**src/rtl/fp8_pkg.sv**
```systemverilog
`default_nettype none
// ============================================================================
//  Module      : fp8_pkg
//  Description : Shared constants, FSM state encoding and reference decode
//                function for the 8-bit {S, E[2:0], F[3:0]} float format.
//  Revision    : 1.0 - initial release
// ============================================================================
package fp8_pkg;

    localparam int FP8_D_W    = 12;
    localparam int FP8_EXP_W  = 3;
    localparam int FP8_FRAC_W = 4;

    typedef enum logic [1:0] {
        IDLE  = 2'd0,
        SHIFT = 2'd1,
        SIGN  = 2'd2,
        DONE  = 2'd3
    } fp8_state_t;

    // Golden decode: D = (-1)^S * (F << E), two's complement, FP8_D_W bits.
    function automatic logic [FP8_D_W-1:0] fp8_ref_decode(
        input logic                  s,
        input logic [FP8_EXP_W-1:0]  e,
        input logic [FP8_FRAC_W-1:0] f
    );
        logic [FP8_D_W-1:0] mag;
        mag = FP8_D_W'(f) << e;
        return s ? (FP8_D_W'(0) - mag) : mag;
    endfunction

endpackage
`default_nettype wire

```
**src/rtl/fp_to_linear_dec.sv**
```systemverilog
`default_nettype none
// ============================================================================
//  Module      : fp_to_linear_dec
//  Description : Sequential decoder from {S, E, F} float format to a
//                two's-complement linear value, one exponent step per clock,
//                with valid/ready handshakes on input and output.
//  Revision    : 1.0 - initial release
// ============================================================================
module fp_to_linear_dec
    import fp8_pkg::*;
#(
    parameter int D_W    = FP8_D_W,
    parameter int EXP_W  = FP8_EXP_W,
    parameter int FRAC_W = FP8_FRAC_W
) (
    input  logic              clk,
    input  logic              rst_n,
    input  logic              in_valid,
    output logic              in_ready,
    input  logic              S,
    input  logic [EXP_W-1:0]  E,
    input  logic [FRAC_W-1:0] F,
    output logic              out_valid,
    input  logic              out_ready,
    output logic [D_W-1:0]    D,
    output logic              busy
);

    fp8_state_t       r_state;
    fp8_state_t       w_next_state;

    // Magnitude is held one bit narrower than D so the sign bit of the
    // result is always free; the largest value (15 << 7) fits without loss.
    logic [D_W-2:0]   r_mag;
    logic [EXP_W-1:0] r_cnt;
    logic             r_sign;
    logic [D_W-1:0]   r_d;
    logic             r_out_valid;

    logic [D_W-1:0]   w_pos;
    logic [D_W-1:0]   w_neg;

    // Negating zero wraps back to zero, so S=1/F=0 yields 0 without a special case.
    assign w_pos = {1'b0, r_mag};
    assign w_neg = ~w_pos + D_W'(1);

    assign in_ready  = (r_state == IDLE);
    assign busy      = (r_state != IDLE);
    assign out_valid = r_out_valid;
    assign D         = r_d;

    // State register.
    always_ff @(posedge clk or negedge rst_n) begin
        if (!rst_n) begin
            r_state <= IDLE;
        end else begin
            r_state <= w_next_state;
        end
    end

    // Next-state logic: one SHIFT edge per exponent step, then SIGN, then DONE.
    always_comb begin
        w_next_state = r_state;
        case (r_state)
            IDLE: begin
                if (in_valid) begin
                    w_next_state = (E != '0) ? SHIFT : SIGN;
                end
            end
            SHIFT: begin
                if (r_cnt == EXP_W'(1)) begin
                    w_next_state = SIGN;
                end
            end
            SIGN: begin
                w_next_state = DONE;
            end
            DONE: begin
                if (out_ready) begin
                    w_next_state = IDLE;
                end
            end
            default: begin
                w_next_state = IDLE;
            end
        endcase
    end

    // Datapath: capture operand on accept, shift/count, apply sign, hold result.
    always_ff @(posedge clk or negedge rst_n) begin
        if (!rst_n) begin
            r_mag       <= '0;
            r_cnt       <= '0;
            r_sign      <= 1'b0;
            r_d         <= '0;
            r_out_valid <= 1'b0;
        end else begin
            case (r_state)
                IDLE: begin
                    if (in_valid) begin
                        r_mag  <= (D_W-1)'(F);
                        r_cnt  <= E;
                        r_sign <= S;
                    end
                end
                SHIFT: begin
                    r_mag <= r_mag << 1;
                    r_cnt <= r_cnt - EXP_W'(1);
                end
                SIGN: begin
                    r_d         <= r_sign ? w_neg : w_pos;
                    r_out_valid <= 1'b1;
                end
                DONE: begin
                    if (out_ready) begin
                        r_out_valid <= 1'b0;
                    end
                end
                default: begin
                    r_out_valid <= 1'b0;
                end
            endcase
        end
    end

endmodule
`default_nettype wire

```
**config.mk**
```make
export PLATFORM = sky130hd
export DESIGN_NAME = fp_to_linear_dec
export DESIGN_NICKNAME = d
export VERILOG_FILES = /design/src/rtl/fp8_pkg.sv /design/src/rtl/fp_to_linear_dec.sv
export SDC_FILE = /design/constraint.sdc
export NUM_CORES = 1
export LEC_CHECK = 0
export ABC_AREA = 0
export BUFFER_PORTS_ARGS = -buffer_cell sky130_fd_sc_hd__buf_4
export CORE_UTILIZATION = 34
export DETAILED_ROUTE_END_ITERATION = 7
export SETUP_SLACK_MARGIN = 0.15
export SYNTH_ARGS = -nofsm -noshare
export SYNTH_HDL_FRONTEND = slang
export SYNTH_SLANG_ARGS = --single-unit
```
**constraint.sdc**
```tcl
create_clock -name clk -period 4.75 [get_ports clk]
set_clock_uncertainty 0.1 [all_clocks]
set_input_delay 1.425 -clock clk [delete_from_list [all_inputs] [get_ports clk]]
set_output_delay 1.425 -clock clk [all_outputs]
set_load 0.005 [all_outputs]
```
==> results.py <==
metrics = {
    "critical_path": {
        "cp_common_cell": "inv_1",
        "crit_path_end_kind": "output pin",
        "critical_path.n_buffers_inverters": 3,
        "crit_fanout": 18,
        "crit_arrival_ps": 1650,
        "crit_cells": 4,
        "critical_path_cell_by_cell": "inv_1 > ha_1 > inv_1 > buf_4",
        "cpPeakStageDelay_ps": 530,
        "critPathKind": "flip-flop to output pin",
        "cpMaxStageDelayCell": "ha_1",
        "rr_worst_depth": 5,
        "worst_ep_required_time_ps": 3220,
        "crit_family": "adder cells",
        "start_kind": "flip-flop",
    },
    "global_route": {
        "vias_in_the_first_global_route": 1443,
        "grt_pass1_wl_um": 6955,
        "all_layer_global_routing_usage_pct": 15.13,
        "initial_antenna_violation_count": 0,
        "grt_overflow": 0,
        "grt_start_max_net_pins": 32,
    },
    "clock_network": {
        "post-cts-setup-buffers": 0,
        "clock_tree_root_driver_cell": "clkbuf_8",
        "cts.clk_slew.worst_paths_ps": 70,
        "clock_tree_from_tritoncts": "done",
        "cts_resized": 0,
        "cts_max_path_buffers": 2,
        "h_tree_depth": 2,
        "clk_latency_ps": 290,
        "ctsHoldBuffers": 0,
        "cts_sinks": 30,
        "number_of_buffers_inserted_during_clock_tree_synthesis": 5,
    },
    "timing": {
        "post-route-period-util_pct": 66.91,
        "finalSetupViolCount": 0,
        "post-route-min-period_ps": 3178,
        "final_hold_viol_count": 0,
        "fmax_mhz": 314.6,
        "unrepaired_setup_endpoints_after_global_routing": "false",
        "max_slew_margin_pct": 44.34,
        "worst_slew_pin_slew_ps": 834.9,
        "slew_viol_final": 0,
        "setup_total_negative_slack_ps": 0,
    },
    "layout": {
        "seq_area_um2": 750.7,
        "layout.cells.non_filler": 282,
        "final_layout_size_suffix_gt1_share_pct": 21.23,
        "filler_cell_count": 528,
        "antennaDiodeCount": 0,
        "area.growth.synth_to_final_pct": 15.43,
        "fin_nets": 231,
        "multiInputGateArea_um2": 988.4,
    },
    "logic_synthesis": {
        "yosys_register_bits": 30,
        "synthesis.instances": 196,
        "post_synth.cell_area_avg_um2": 9.639,
        "post_synth_num_cell_types": 49,
        "synth.net_count": 216,
        "synth_async_sr_flop_share_pct": 100.0,
        "synthesis.yosys.warnings": 0,
        "synth-edff-count": 0,
        "synth.cell_area_mm2": 0.001889,
        "synth_top_flop_cell": "dfrtp_1",
        "synth_seq_area_share_pct": 39.74,
    },
    "drt": {
        "vias": 1540,
        "wl_um": 4104,
        "ant_nets_after_route": 0,
        "detail_route.drc_violations": 0,
        "detailedRoute.firstIterationViolations": 80,
        "wire_per_inst_um": 14.55,
        "route.detailed.vias_per_inst": 5.461,
        "drt-pass1-iter-count": 4,
    },
    "placement": {
        "place_hpwl_um": 2810,
        "portBuffers": 26,
        "cell_count_after_placement": 274,
        "globalplace.congestion": 0.8208,
    },
    "pwr": {
        "vdd_ir_drop_max_uv": 267.0,
        "cellLeakagePower_nw": 0.9404,
        "power-per-cell-area_mw_per_mm2": 701.3,
    },
    "status": {
        "status": "completed",
    },
    "die": {
        "starting_density_of_the_core_pct": 36.07,
        "core-area_mm2": 0.005238,
        "fp.dieArea_mm2": 0.005859,
        "dieWidth_um": 76.55,
        "design.portCount": 27,
        "fp-row-count": 26,
        "die_h_um": 76.55,
    },
    "worst_hold_path": {
        "holdPathStages": 1,
        "hold_path_class": "flip-flop to flip-flop",
    },
    "flow_run": {
        "timing.max_cap.violations": 0,
    },
}
==> where the power goes <==
| group | leakage, nW | internal [mW] | switching, mW | total (mW) |
|---|---|---|---|---|
| clock network | 0.0472 | 0.116 | 0.102 | 0.219 |
| registers | 0.367 | 0.379 | 0.169 | 0.548 |
| logic | 0.526 | 0.379 | 0.384 | 0.763 |
==> routing by layer <==
layer	up-vias	share of wire, %	track usage [%]	routed length (µm)
li1	754	-	-	-
met1	737	48	18.83	1964
met2	43	46	24.77	1880
met3	6	4.7	3.832	194
met4	0	1.6	6.346	64
met5	-	0	0	0
==> Yosys cell counts, types with 5 or more instances <==
cell,instances,share of area [%]
dfrtp_1,30,40
o21ai_0,14,3.7
inv_1,13,2.6
clkbuf_1,11,2.2
mux2i_1,10,5.3
a22oi_1,9,3.6
ha_1,8,5.3
nand2_1,7,1.4
a21oi_1,6,1.6
buf_2,6,1.6
nor2b_1,6,2.0
nand3_1,5,1.3
==> metrics by stage <==
stage	setup slack, ps	power, mW	util (%)	instance area [µm²]	hold WS, ps
3_3_place_gp	1912	1.310	39.82	2086	387.1
3_5_place_dp	1864	1.320	39.82	2086	387.0
2_1_floorplan	2230	1.099	-	1889	372.9
4_1_cts	1539	1.546	41.64	2181	405.1
6_report	1572	1.529	41.64	2181	400.2
5_1_grt	1423	1.668	41.64	2181	426.5
==> state kept, by name (all words and copies together) (netlist names) <==
signal and count:
D 12, out_valid 1, r_cnt 3, r_mag 11
r_sign 1, r_state 2
==> cell usage in the layout (no fill, tap or decap), drive strengths merged, types with 2 or more instances in the layout <==
cell type,netlist,layout
o21ai,15,15
mux2,5,5
o22ai,3,3
nand2,7,7
or2,2,2
nand3b,4,4
dfrtp,30,30
nor2b,6,6
o221ai,3,3
a221oi,3,3
a31oi,4,4
nor3b,2,2
or3,2,2
o2bb2ai,2,2
nor4,5,5
ha,8,8
a22oi,9,9
nand2b,3,3
nand4,3,3
a2111o,2,2
nand3,5,5
a21oi,6,6
clkbuf,11,6
or4,4,4
nor2,4,4
clkinv,1,2
mux2i,10,10
and3b,3,3
inv,14,14
buf,8,27
==> kinds of logic after synthesis <==
kind of cell             count (synthesis)  share of synthesized area (%)
flip-flops                              30                          39.74
adder cells (fa/ha/maj)                  8                          5.298
buffers and inverters                   34                          7.947
multiplexers                            15                          8.278
AO/OA/AOI/OAI                           54                          19.80
XOR/XNOR                                 2                         0.9273
AND/OR/NAND/NOR                         53                          18.01
==> final timing paths <==
check,from,to,slack (ps)
worst min register to register,D[11]$_DFFE_PN0P_,D[11]$_DFFE_PN0P_,400
min in group asynchronous,rst_n,D[4]$_DFFE_PN0P_,960
worst min-delay path,D[11]$_DFFE_PN0P_,D[11]$_DFFE_PN0P_,400
max in group asynchronous,rst_n,out_valid$_DFFE_PN0P_,3310
worst max register to register,r_state[0]$_DFFE_PN0P_,r_state[1]$_DFFE_PN0P_,2480
worst max-delay path,r_state[0]$_DFFE_PN0P_,busy,1570
==> final cells by class <==
type	count	share of cell area, %
multi-input cells	132	45.32
flip-flops and latches	30	34.42
repair buffers	27	9.294
well taps	70	4.016
clock buffers	6	3.787
inverters	15	2.582
clock inverters	2	0.5737
Power figures use the tool's default switching activity.
